## src/rtl/vga_pkg.sv

```systemverilog
// Shared definitions for the VGA timing engine.
//   mode_e    : pixel source select (memory, colour bars, solid colour)
//   align_t   : per-pixel control word carried through the read-latency delay line
//   *_DEF     : 640x480@60 default timing
//   bar_bgr() : colour of bar k (0 = black ... 7 = white), packed {b,g,r}
package vga_pkg;

    localparam int BGR_W = 24;

    localparam int H_ACTIVE_DEF = 640;
    localparam int H_FP_DEF     = 16;
    localparam int H_SYNC_DEF   = 96;
    localparam int H_BP_DEF     = 48;
    localparam int V_ACTIVE_DEF = 480;
    localparam int V_FP_DEF     = 10;
    localparam int V_SYNC_DEF   = 2;
    localparam int V_BP_DEF     = 33;

    typedef enum logic [1:0] {
        MODE_MEM   = 2'd0,
        MODE_BARS  = 2'd1,
        MODE_SOLID = 2'd2
    } mode_e;

    typedef struct packed {
        logic       vis;
        logic       hs;
        logic       vs;
        mode_e      mode;
        logic [2:0] bar;
    } align_t;

    function automatic logic [BGR_W-1:0] bar_bgr(input logic [2:0] k);
        return {{8{k[2]}}, {8{k[1]}}, {8{k[0]}}};
    endfunction

endpackage

```

## src/rtl/vga_axis_counter.sv

```systemverilog
// One timing axis (horizontal or vertical).
//   clk, rst : clock, async active-high reset
//   en       : advance the count this cycle
//   count    : current position 0..TOTAL-1
//   active   : count < ACTIVE
//   sync     : ACTIVE+FP <= count < ACTIVE+FP+SYNC
//   wrap     : en is high and count is at TOTAL-1 (next cycle is 0)
// active/sync are registered from the next count so they line up with count.
module vga_axis_counter #(
    parameter int ACTIVE = 640,
    parameter int FP     = 16,
    parameter int SYNC   = 96,
    parameter int BP     = 48,
    parameter int CW     = $clog2(ACTIVE + FP + SYNC + BP)
) (
    input  logic          clk,
    input  logic          rst,
    input  logic          en,
    output logic [CW-1:0] count,
    output logic          active,
    output logic          sync,
    output logic          wrap
);

    localparam int TOTAL = ACTIVE + FP + SYNC + BP;
    localparam logic [CW-1:0] LAST     = CW'(TOTAL - 1);
    localparam logic [31:0]   ACT_END  = 32'(ACTIVE);
    localparam logic [31:0]   SYNC_BEG = 32'(ACTIVE + FP);
    localparam logic [31:0]   SYNC_END = 32'(ACTIVE + FP + SYNC);

    logic [CW-1:0] count_q, count_d;
    logic          active_q, active_d;
    logic          sync_q, sync_d;
    logic [31:0]   nxt;

    always_comb begin
        wrap    = en && (count_q == LAST);
        count_d = count_q;
        if (en)
            count_d = wrap ? '0 : count_q + CW'(1);
        // widen so the range tests cannot overflow when a porch is zero
        nxt      = 32'(count_d);
        active_d = nxt < ACT_END;
        sync_d   = (nxt >= SYNC_BEG) && (nxt < SYNC_END);
    end

    always_ff @(posedge clk or posedge rst) begin
        if (rst) begin
            count_q  <= '0;
            active_q <= 1'b0;
            sync_q   <= 1'b0;
        end else begin
            count_q  <= count_d;
            active_q <= active_d;
            sync_q   <= sync_d;
        end
    end

    assign count  = count_q;
    assign active = active_q;
    assign sync   = sync_q;

endmodule

```

## src/rtl/vga_timing_engine.sv

```systemverilog
// Parametrised VGA timing engine: sync generation, linear pixel address,
// frame-synchronous source select and output alignment.
//   iVGA_CLK, iRST     : pixel clock, async active-high reset
//   i_mode             : 0 memory, 1 colour bars, 2 solid, 3 = memory
//   i_solid_bgr        : solid colour {b,g,r}
//   i_pix_bgr          : memory pixel, valid RD_LAT clocks after its o_addr
//   o_addr/o_addr_valid: y*H_ACTIVE+x of the current counter state, visible flag
//   o_frame_start      : pulse at counter position (0,0), not delayed
//   oHS/oVS/oBLANK_n/rgb: pins, RD_LAT+1 clocks behind the counter state
module vga_timing_engine
    import vga_pkg::*;
#(
    parameter int   H_ACTIVE = H_ACTIVE_DEF,
    parameter int   H_FP     = H_FP_DEF,
    parameter int   H_SYNC   = H_SYNC_DEF,
    parameter int   H_BP     = H_BP_DEF,
    parameter int   V_ACTIVE = V_ACTIVE_DEF,
    parameter int   V_FP     = V_FP_DEF,
    parameter int   V_SYNC   = V_SYNC_DEF,
    parameter int   V_BP     = V_BP_DEF,
    parameter logic HS_POL   = 1'b0,
    parameter logic VS_POL   = 1'b0,
    parameter int   ADDR_W   = 19,
    parameter int   RD_LAT   = 1
) (
    input  logic              iVGA_CLK,
    input  logic              iRST,
    input  logic [1:0]        i_mode,
    input  logic [BGR_W-1:0]  i_solid_bgr,
    input  logic [BGR_W-1:0]  i_pix_bgr,
    output logic [ADDR_W-1:0] o_addr,
    output logic              o_addr_valid,
    output logic              o_frame_start,
    output logic              oHS,
    output logic              oVS,
    output logic              oBLANK_n,
    output logic [7:0]        r_data,
    output logic [7:0]        g_data,
    output logic [7:0]        b_data
);

    localparam int H_TOTAL = H_ACTIVE + H_FP + H_SYNC + H_BP;
    localparam int V_TOTAL = V_ACTIVE + V_FP + V_SYNC + V_BP;
    localparam int HW      = $clog2(H_TOTAL);
    localparam int VW      = $clog2(V_TOTAL);
    localparam int BW      = H_ACTIVE / 8;
    localparam int SW      = (BW > 1) ? $clog2(BW) : 1;
    localparam logic [SW-1:0] SUB_LAST = SW'(BW - 1);

    logic [HW-1:0] hcnt;
    logic [VW-1:0] vcnt;
    logic          h_act, h_sync, h_wrap;
    logic          v_act, v_sync, v_wrap;
    logic          vis;

    // run_q holds the counters at (0,0) for the first edge after reset so
    // that (0,0) is the first state presented once reset is released.
    logic              run_q, run_d;
    logic [ADDR_W-1:0] addr_q, addr_d;
    mode_e             mode_q, mode_d;
    logic [2:0]        bar_q, bar_d;
    logic [SW-1:0]     sub_q, sub_d;

    align_t                 stage0;
    align_t [RD_LAT-1:0]    pipe_q, pipe_d;
    align_t                 dly;
    logic [BGR_W-1:0]       src;
    logic [BGR_W-1:0]       bgr_q, bgr_d;
    logic                   blank_n_q, blank_n_d;
    logic                   hs_q, hs_d;
    logic                   vs_q, vs_d;

    vga_axis_counter #(
        .ACTIVE(H_ACTIVE), .FP(H_FP), .SYNC(H_SYNC), .BP(H_BP), .CW(HW)
    ) u_h (
        .clk(iVGA_CLK), .rst(iRST), .en(run_q),
        .count(hcnt), .active(h_act), .sync(h_sync), .wrap(h_wrap)
    );

    vga_axis_counter #(
        .ACTIVE(V_ACTIVE), .FP(V_FP), .SYNC(V_SYNC), .BP(V_BP), .CW(VW)
    ) u_v (
        .clk(iVGA_CLK), .rst(iRST), .en(h_wrap),
        .count(vcnt), .active(v_act), .sync(v_sync), .wrap(v_wrap)
    );

    // v_wrap implies h_wrap: this cycle is (H_TOTAL-1, V_TOTAL-1).
    always_comb begin
        run_d  = 1'b1;
        vis    = h_act & v_act;

        addr_d = addr_q;
        if (v_wrap)
            addr_d = '0;
        else if (vis)
            addr_d = addr_q + ADDR_W'(1);

        mode_d = mode_q;
        if (v_wrap)
            mode_d = (i_mode == 2'd3) ? MODE_MEM : mode_e'(i_mode);

        // bar index = x / (H_ACTIVE/8) without a divider
        bar_d = bar_q;
        sub_d = sub_q;
        if (h_wrap) begin
            bar_d = '0;
            sub_d = '0;
        end else if (h_act) begin
            if (sub_q == SUB_LAST) begin
                sub_d = '0;
                bar_d = bar_q + 3'd1;
            end else begin
                sub_d = sub_q + SW'(1);
            end
        end
    end

    always_ff @(posedge iVGA_CLK or posedge iRST) begin
        if (iRST) begin
            run_q  <= 1'b0;
            addr_q <= '0;
            mode_q <= MODE_MEM;
            bar_q  <= '0;
            sub_q  <= '0;
        end else begin
            run_q  <= run_d;
            addr_q <= addr_d;
            mode_q <= mode_d;
            bar_q  <= bar_d;
            sub_q  <= sub_d;
        end
    end

    // Delay line: control travels alongside the memory read.
    always_comb begin
        stage0      = '0;
        stage0.vis  = vis;
        stage0.hs   = h_sync;
        stage0.vs   = v_sync;
        stage0.mode = mode_q;
        stage0.bar  = bar_q;

        pipe_d    = '0;
        pipe_d[0] = stage0;
        for (int i = 1; i < RD_LAT; i++)
            pipe_d[i] = pipe_q[i-1];
    end

    // Output register samples i_pix_bgr exactly RD_LAT clocks after its address.
    always_comb begin
        dly = pipe_q[RD_LAT-1];
        case (dly.mode)
            MODE_BARS:  src = bar_bgr(dly.bar);
            MODE_SOLID: src = i_solid_bgr;
            default:    src = i_pix_bgr;
        endcase
        bgr_d     = dly.vis ? src : '0;
        blank_n_d = dly.vis;
        hs_d      = dly.hs ? HS_POL : ~HS_POL;
        vs_d      = dly.vs ? VS_POL : ~VS_POL;
    end

    always_ff @(posedge iVGA_CLK or posedge iRST) begin
        if (iRST) begin
            pipe_q    <= '0;
            bgr_q     <= '0;
            blank_n_q <= 1'b0;
            hs_q      <= ~HS_POL;
            vs_q      <= ~VS_POL;
        end else begin
            pipe_q    <= pipe_d;
            bgr_q     <= bgr_d;
            blank_n_q <= blank_n_d;
            hs_q      <= hs_d;
            vs_q      <= vs_d;
        end
    end

    assign o_addr        = addr_q;
    assign o_addr_valid  = vis;
    assign o_frame_start = run_q && (hcnt == '0) && (vcnt == '0);
    assign oHS           = hs_q;
    assign oVS           = vs_q;
    assign oBLANK_n      = blank_n_q;
    assign b_data        = bgr_q[23:16];
    assign g_data        = bgr_q[15:8];
    assign r_data        = bgr_q[7:0];

endmodule

```

## config.mk

```make
export PLATFORM = sky130hd
export DESIGN_NAME = vga_timing_engine
export DESIGN_NICKNAME = d
export VERILOG_FILES = /design/src/rtl/vga_pkg.sv /design/src/rtl/vga_axis_counter.sv /design/src/rtl/vga_timing_engine.sv
export SDC_FILE = /design/constraint.sdc
export NUM_CORES = 1
export LEC_CHECK = 0
export BUFFER_PORTS_ARGS = -buffer_cell sky130_fd_sc_hd__buf_2
export CELL_PAD_IN_SITES_DETAIL_PLACEMENT = 1
export CELL_PAD_IN_SITES_GLOBAL_PLACEMENT = 1
export CORE_UTILIZATION = 35
export DETAILED_ROUTE_END_ITERATION = 6
export HOLD_SLACK_MARGIN = 0.05
export MAX_ROUTING_LAYER = met4
export PLACE_DENSITY = 0.67
export SKIP_LAST_GASP = 1
export SLEW_MARGIN = 20
export SYNTH_ARGS = -nofsm -noshare
export SYNTH_HDL_FRONTEND = slang
export SYNTH_SLANG_ARGS = --single-unit
```

## constraint.sdc

```tcl
create_clock -name iVGA_CLK -period 5.1 [get_ports iVGA_CLK]
set_input_delay 0.51 -clock iVGA_CLK [delete_from_list [all_inputs] [get_ports iVGA_CLK]]
set_output_delay 0.51 -clock iVGA_CLK [all_outputs]
set_load 0.05 [all_outputs]
```

Word-level counts from Yosys, hierarchy flattened
Index checks and enable logic that the tools add are counted.
Operators by class
  add/sub/neg operators: 5
  equality and inequality tests: 6
  bitwise gates (word level): 1
  mux-type cells: 17
  multipliers: 0
  div/mod/pow operators: 0
  magnitude comparators: 6
  shifts and indexed selects: 0
  reductions and logical operators: 12
Operator list (count)
  one-hot mux 24 bit (2 select lines): 1
  two-way mux 10 bit: 4
  two-way mux 19 bit: 2
  two-way mux 24 bit: 1
  two-way mux 7 bit: 3
  adder 10 x 1 -> 10 bit (second input constant): 2
  equality test 10 bit (second input constant): 2
  logical NOT 10 bit: 2
  less-than comparator 10 bit (second input constant): 2
  less-than comparator 10 x 9 -> 1 bit (second input constant): 2
  adder 19 x 1 -> 19 bit (second input constant): 1
  >= comparator 10 bit (second input constant): 1
  >= comparator 10 x 9 -> 1 bit (second input constant): 1
  two-way mux 3 bit: 3
  adder 7 x 1 -> 7 bit (second input constant): 1
  equality test 7 bit (second input constant): 1
  logical AND 1 bit: 6
  nonzero test 2 bit: 3
  equality test 2 bit (second input constant): 2
  adder 3 x 1 -> 3 bit (second input constant): 1
  equality test 2 x 1 -> 1 bit (second input constant): 1
  two-way mux 1 bit: 2
  two-way mux 2 bit: 1
  AND reduction 2 bit: 1
  bitwise AND 1 bit: 1
Storage, ports and cells
  bits in latches: 0
  bits in writable memories: 0
  memories: 0
  ROM bits: 0
  output and inout port bits: 48
  logic and storage cells: 67
  input bits: 52
  flip-flop bits (word level): 91

Logic depth before layout (Yosys ltp)
  word-level depth: 7
  gate-level depth with buffers: 8
  depth with buffers taken out: 7

Hierarchy
A second synthesis with hierarchy kept.
Second synthesis, totals
  cells, all modules: 448
  area total of the unflattened synthesis: 4441.8 um2
By module, submodules not included
  vga_timing_engine: cells each 298, area each 2960.3 um2, sequential area each 1679.1 um2, times used 1
  vga_axis_counter at u_v: cells each 83, area each 782.0 um2, sequential area each 300.3 um2, times used 1
  vga_axis_counter at u_h: cells each 67, area each 699.4 um2, sequential area each 300.3 um2, times used 1

Worst setup path after synthesis
No wires, ideal clock.
  kind: register to output
  from: register u_v.count_q[0], in the netlist u_v.count[0]
  to: output o_frame_start
  arrival: 2732 ps
  buffers on the path: 0
  data required time: 4590 ps
  path slack: 1858 ps
  cell stages (with the launch flop): 5
  cell sequence: dfrtp_1 inv_1 ha_1 or4b_2 nor4_1
Between the ends
  cells in the longest elaborated chain, start to end: 2
RTL lines
  from (decl): line vga_axis_counter.sv:31  | logic [CW-1:0] count_q, count_d;
  from (signal assigned): line vga_axis_counter.sv:53  | count_q <= count_d;
  logical NOT 10 bit: line vga_timing_engine.sv:181  | assign o_frame_start = run_q && (hcnt == '0) && (vcnt == '0);
  logical AND 1 bit: line vga_timing_engine.sv:181
  to (decl): line vga_timing_engine.sv:33  | output logic o_frame_start,
Every way passes these cells.

Worst setup path after layout
  from: register u_v.count_q[0], in the netlist u_v.count[0]
  to: register u_v.sync_q, in the netlist u_v.sync
Between the ends
  cells in the longest elaborated chain, start to end: 6
  elaborated cells between the ends (all ways): 8
  classes of those cells: add/sub: 1; order compare: 2; eq/ne: 1; mux: 2; reduce/logical: 2
RTL lines
  branches (longest 2 deep; another with adder 10 x 1 -> 10 bit)
  two-way mux 10 bit *: line vga_axis_counter.sv:40  | count_d = wrap ? '0 : count_q + CW'(1);
  two-way mux 10 bit *: line vga_axis_counter.sv:39  | if (en)
  via u_v.count_d[3]: line vga_axis_counter.sv:31
  >= comparator 10 x 9 -> 1 bit / less-than comparator 10 x 9 -> 1 bit (equally long branches): line vga_axis_counter.sv:44  | sync_d = (nxt >= SYNC_BEG) && (nxt < SYNC_END);
  logical AND 1 bit *: line vga_axis_counter.sv:44
  via u_v.sync_d: line vga_axis_counter.sv:33  | logic sync_q, sync_d;
  to (signal assigned): line vga_axis_counter.sv:55  | sync_q <= sync_d;
  to (decl): line vga_axis_counter.sv:33
Mark *: on every way through the listed nets, which the timed path passes.
A chain may end at the register's enable or synchronous reset.

==> metrics.yaml <==
floorplan:
  initial_utilization_pct: 36.07
  die_area_um2: 12260
  rows: 39
  die_h_um: 110.7
  coreArea_um2: 11470
  top_level_ports: 100
  die_w_um: 110.7
worst_setup_path:
  start_kind: "register"
  rrSetupSlack_ns: 2.25
  arrival_ns: 3.09
  required_ns: 5.34
  crit_fanout: 22
  r2r-end: "u_v.sync$_DFF_PP0_"
  reg2reg_depth: 8
  end_kind: "register"
  path_class: "register to register"
  r2r-start: "u_v.count[0]$_DFF_PP0_"
timing:
  clock_skew_ns: 0.009055
  timing.hold.ws_ns: 0.2867
  worst_slack_ns: 2.245
  worst_slew_pin_slew_ns: 0.9863
  setup_tns_ns: 0
  slew_headroom_pct: 33.70
  drv_slew: 0
  finalCritPeriodShare_pct: 55.98
  rsz0062_at_grt: "false"
  period_needed_ns: 2.855
  fmax_mhz: 350.3
  setup_violations: 0
  hold_viol: 0
cells_and_area:
  num_antenna_cells: 0
  num-nets-final: 573
  stdcell_count: 660
  layout-drive-gt1-share_pct: 24.95
  area_growth_syn_to_layout_pct: 23.99
logic_synthesis:
  synth_top_area_share_pct: 53.84
  yosysMostFrequentCell: "dfrtp_1"
  synth.area.top_cells: "dfrtp_1 (54%), nand2_1 (4.7%), o21ai_0 (4.5%)"
  ys_types: 41
  ys_top_cells_by_count: "dfrtp_1 (89), nand2_1 (52), o21ai_0 (37)"
  synth_async_sr_flop_share_pct: 100.0
  synth_area_um2: 4136
  synth_seq_area_share_pct: 55.11
  ys_warn_count: 0
  syn_area_per_cell_um2: 9.896
  synth_area_leader_cell: "dfrtp_1"
  synth_edf_count: 0
  synth-seq-cells: 91
  synth_flop_cell: "dfrtp_1"
  netlist_instances: 418
  synthesis.nets: 479
cts:
  cts_resized: 0
  clkSinkCount: 91
  post_cts.repair.setup_buffers: 0
  clkLatencyLatePin_ns: 0.35
  cts_hold_buf: 0
  clkTransAtPathRegs_ns: 0.06
  cts_tree: "yes"
  cts_htree_levels: 3
  root_buffer: "clkbuf_16"
  clk_path_buf_depth: 2
  cts_buffers: 9
placed_design:
  pre_cts_slack_ns: 2.280
  place_inst: 644
  routabilityCongestion: 0.8752
  io_buffers: 99
  hpwl_mm: 7.365
power:
  power_uw: 1758
  ir_drop_uv: 172.3
  internal_power_uw: 1332
  swShare_pct: 24.24
  clock_power_share_pct: 45.3
  p_per_area_nw_per_um2: 342.7
  p_comb_share_pct: 9.8
  seqPwrFrac_pct: 44.9
  switchingPower_uw: 426.0
  power_leakage_uw: 0.002389
hold_path:
  min_path_type: "input port to asynchronous set/reset pin"
global_routing:
  track_usage_pct: 19.08
  grt_pass1_vias: 3573
  grt_antenna_before_repair: 0
  grt_overflow: 0
  grt_first_pass_wirelength_mm: 18.15
  grt_max_degree: 57
detailed_routing:
  postRouteWirelength_mm: 10.63
  drtPass1Iterations: 4
  drtAntennaViolNets: 0
  routedWlPerCell_um: 16.11
  post-route-drc-count: 0
  drt-initial-drc-count: 169
  vias: 3409
  via_per_inst: 5.165
flow_run:
  maxCapViolations: 0
outcome:
  status: "finished clean"
-- area by class of cell --
cell class | count | area [um2]
inverters | 16 | 62.56
multi-input cells | 292 | 1728
clock inverters | 4 | 95.09
clock buffers | 12 | 266.5
flip-flops and latches | 91 | 2280
fillers | 1327 | 6339
repair buffers | 102 | 518.0
well taps | 143 | 178.9
-- power by group through the flow --
stage / Clock [uW] / Sequential [uW] / Combinational [uW]
after floorplan: 0 / 822 / 90.7
after global placement: 0 / 800 / 170
after detailed placement: 0 / 803 / 173
after CTS: 814 / 789 / 176
after global routing: 844 / 792 / 192
final: 797 / 788 / 173
-- cells in the final DEF (no fill, tap or decap), types with 2 or more instances in the layout --
cell / netlist / routed
a21oi_1: 33 / 33
and2_1: 2 / 2
and3_1: 3 / 3
and4_1: 4 / 4
buf_2: 3 / 99
buf_4: 0 / 3
bufinv_16: 0 / 3
clkbuf_16: 0 / 9
clkbuf_8: 0 / 3
dfrtp_1: 89 / 89
dfstp_2: 2 / 2
ha_1: 9 / 9
inv_1: 16 / 15
mux2_2: 2 / 2
mux2i_1: 4 / 4
nand2_1: 52 / 52
nand2b_1: 2 / 2
nand3_1: 15 / 15
nand3b_1: 3 / 3
nand4_1: 17 / 17
nor2_1: 31 / 31
nor2b_1: 3 / 3
nor3_1: 11 / 11
nor4_1: 9 / 8
nor4b_1: 3 / 3
o21ai_0: 37 / 37
o31ai_1: 2 / 2
or3_1: 5 / 5
xnor2_1: 13 / 13
xor2_1: 18 / 18
-- metal layers --
| layer | up-vias | GRT usage [%] | wire length [um] |
|---|---|---|---|
| met4 | 0 | 7.822 | 210 |
| met5 | - | - | 0 |
| met3 | 17 | 3.663 | 432 |
| met2 | 86 | 31.14 | 5176 |
| li1 | 1634 | - | - |
| met1 | 1672 | 23.28 | 4811 |
-- how the worst max path moves through the flow --
stage / cells after the start / endpoint / slack (ns) / from
after floorplan: 4 / o_frame_start / 1.86 / u_v.count[0]$_DFF_PP0_
after global placement: 8 / u_v.sync$_DFF_PP0_ / 2.42 / u_v.count[0]$_DFF_PP0_
after detailed placement: 8 / u_v.sync$_DFF_PP0_ / 2.28 / u_v.count[0]$_DFF_PP0_
after CTS: 8 / u_v.sync$_DFF_PP0_ / 2.27 / u_v.count[0]$_DFF_PP0_
after global routing: 8 / u_v.sync$_DFF_PP0_ / 2.09 / u_v.count[0]$_DFF_PP0_
final: 8 / u_v.sync$_DFF_PP0_ / 2.25 / u_v.count[0]$_DFF_PP0_
-- cells by family (layout without fill, tap and decap cells) --
| family | Yosys count | after routing | synth area share (%) |
|---|---|---|---|
| buf+inv | 35 | 134 | 3.267 |
| xor+xnor | 31 | 31 | 6.564 |
| other cells | 1 | 1 | 0.09066 |
| simple gates | 167 | 167 | 20.45 |
| fa+ha+maj | 9 | 9 | 2.722 |
| mux | 6 | 6 | 1.512 |
| compound gates | 78 | 78 | 10.28 |
| flops | 91 | 91 | 55.11 |
-- sequential cells by signal, summed over array words and instances (netlist names) --
signal      cells
u_h.active      1
run_q           1
oVS             1
u_v.active      1
u_v.sync        1
o_addr         19
u_h.count      10
oHS             1
dly             7
bgr_q          24
blank_n_d       1
mode_q          2
bar_q           3
u_h.sync        1
u_v.count      10
oBLANK_n        1
sub_q           7
-- worst max-delay path, stage by stage (launching register included) --
cell and delay [ns]:
dfrtp_1 0.41, inv_1 0.12, ha_1 0.16, or4b_2 0.63
nor4b_1 0.66, and2_0 0.21, buf_4 0.26, nor2_1 0.09
and4b_1 0.20
-- stage by stage --
| stage | area (um2) | utilization (%) |
|---|---|---|
| floorplan | 4136 | - |
| global placement | 4766 | 41.56 |
| detailed placement | 4766 | 41.56 |
| CTS | 5127 | 44.71 |
| global route | 5129 | 44.72 |
| finish | 5129 | 44.72 |
No activity file was read; power rests on OpenSTA's default activity.
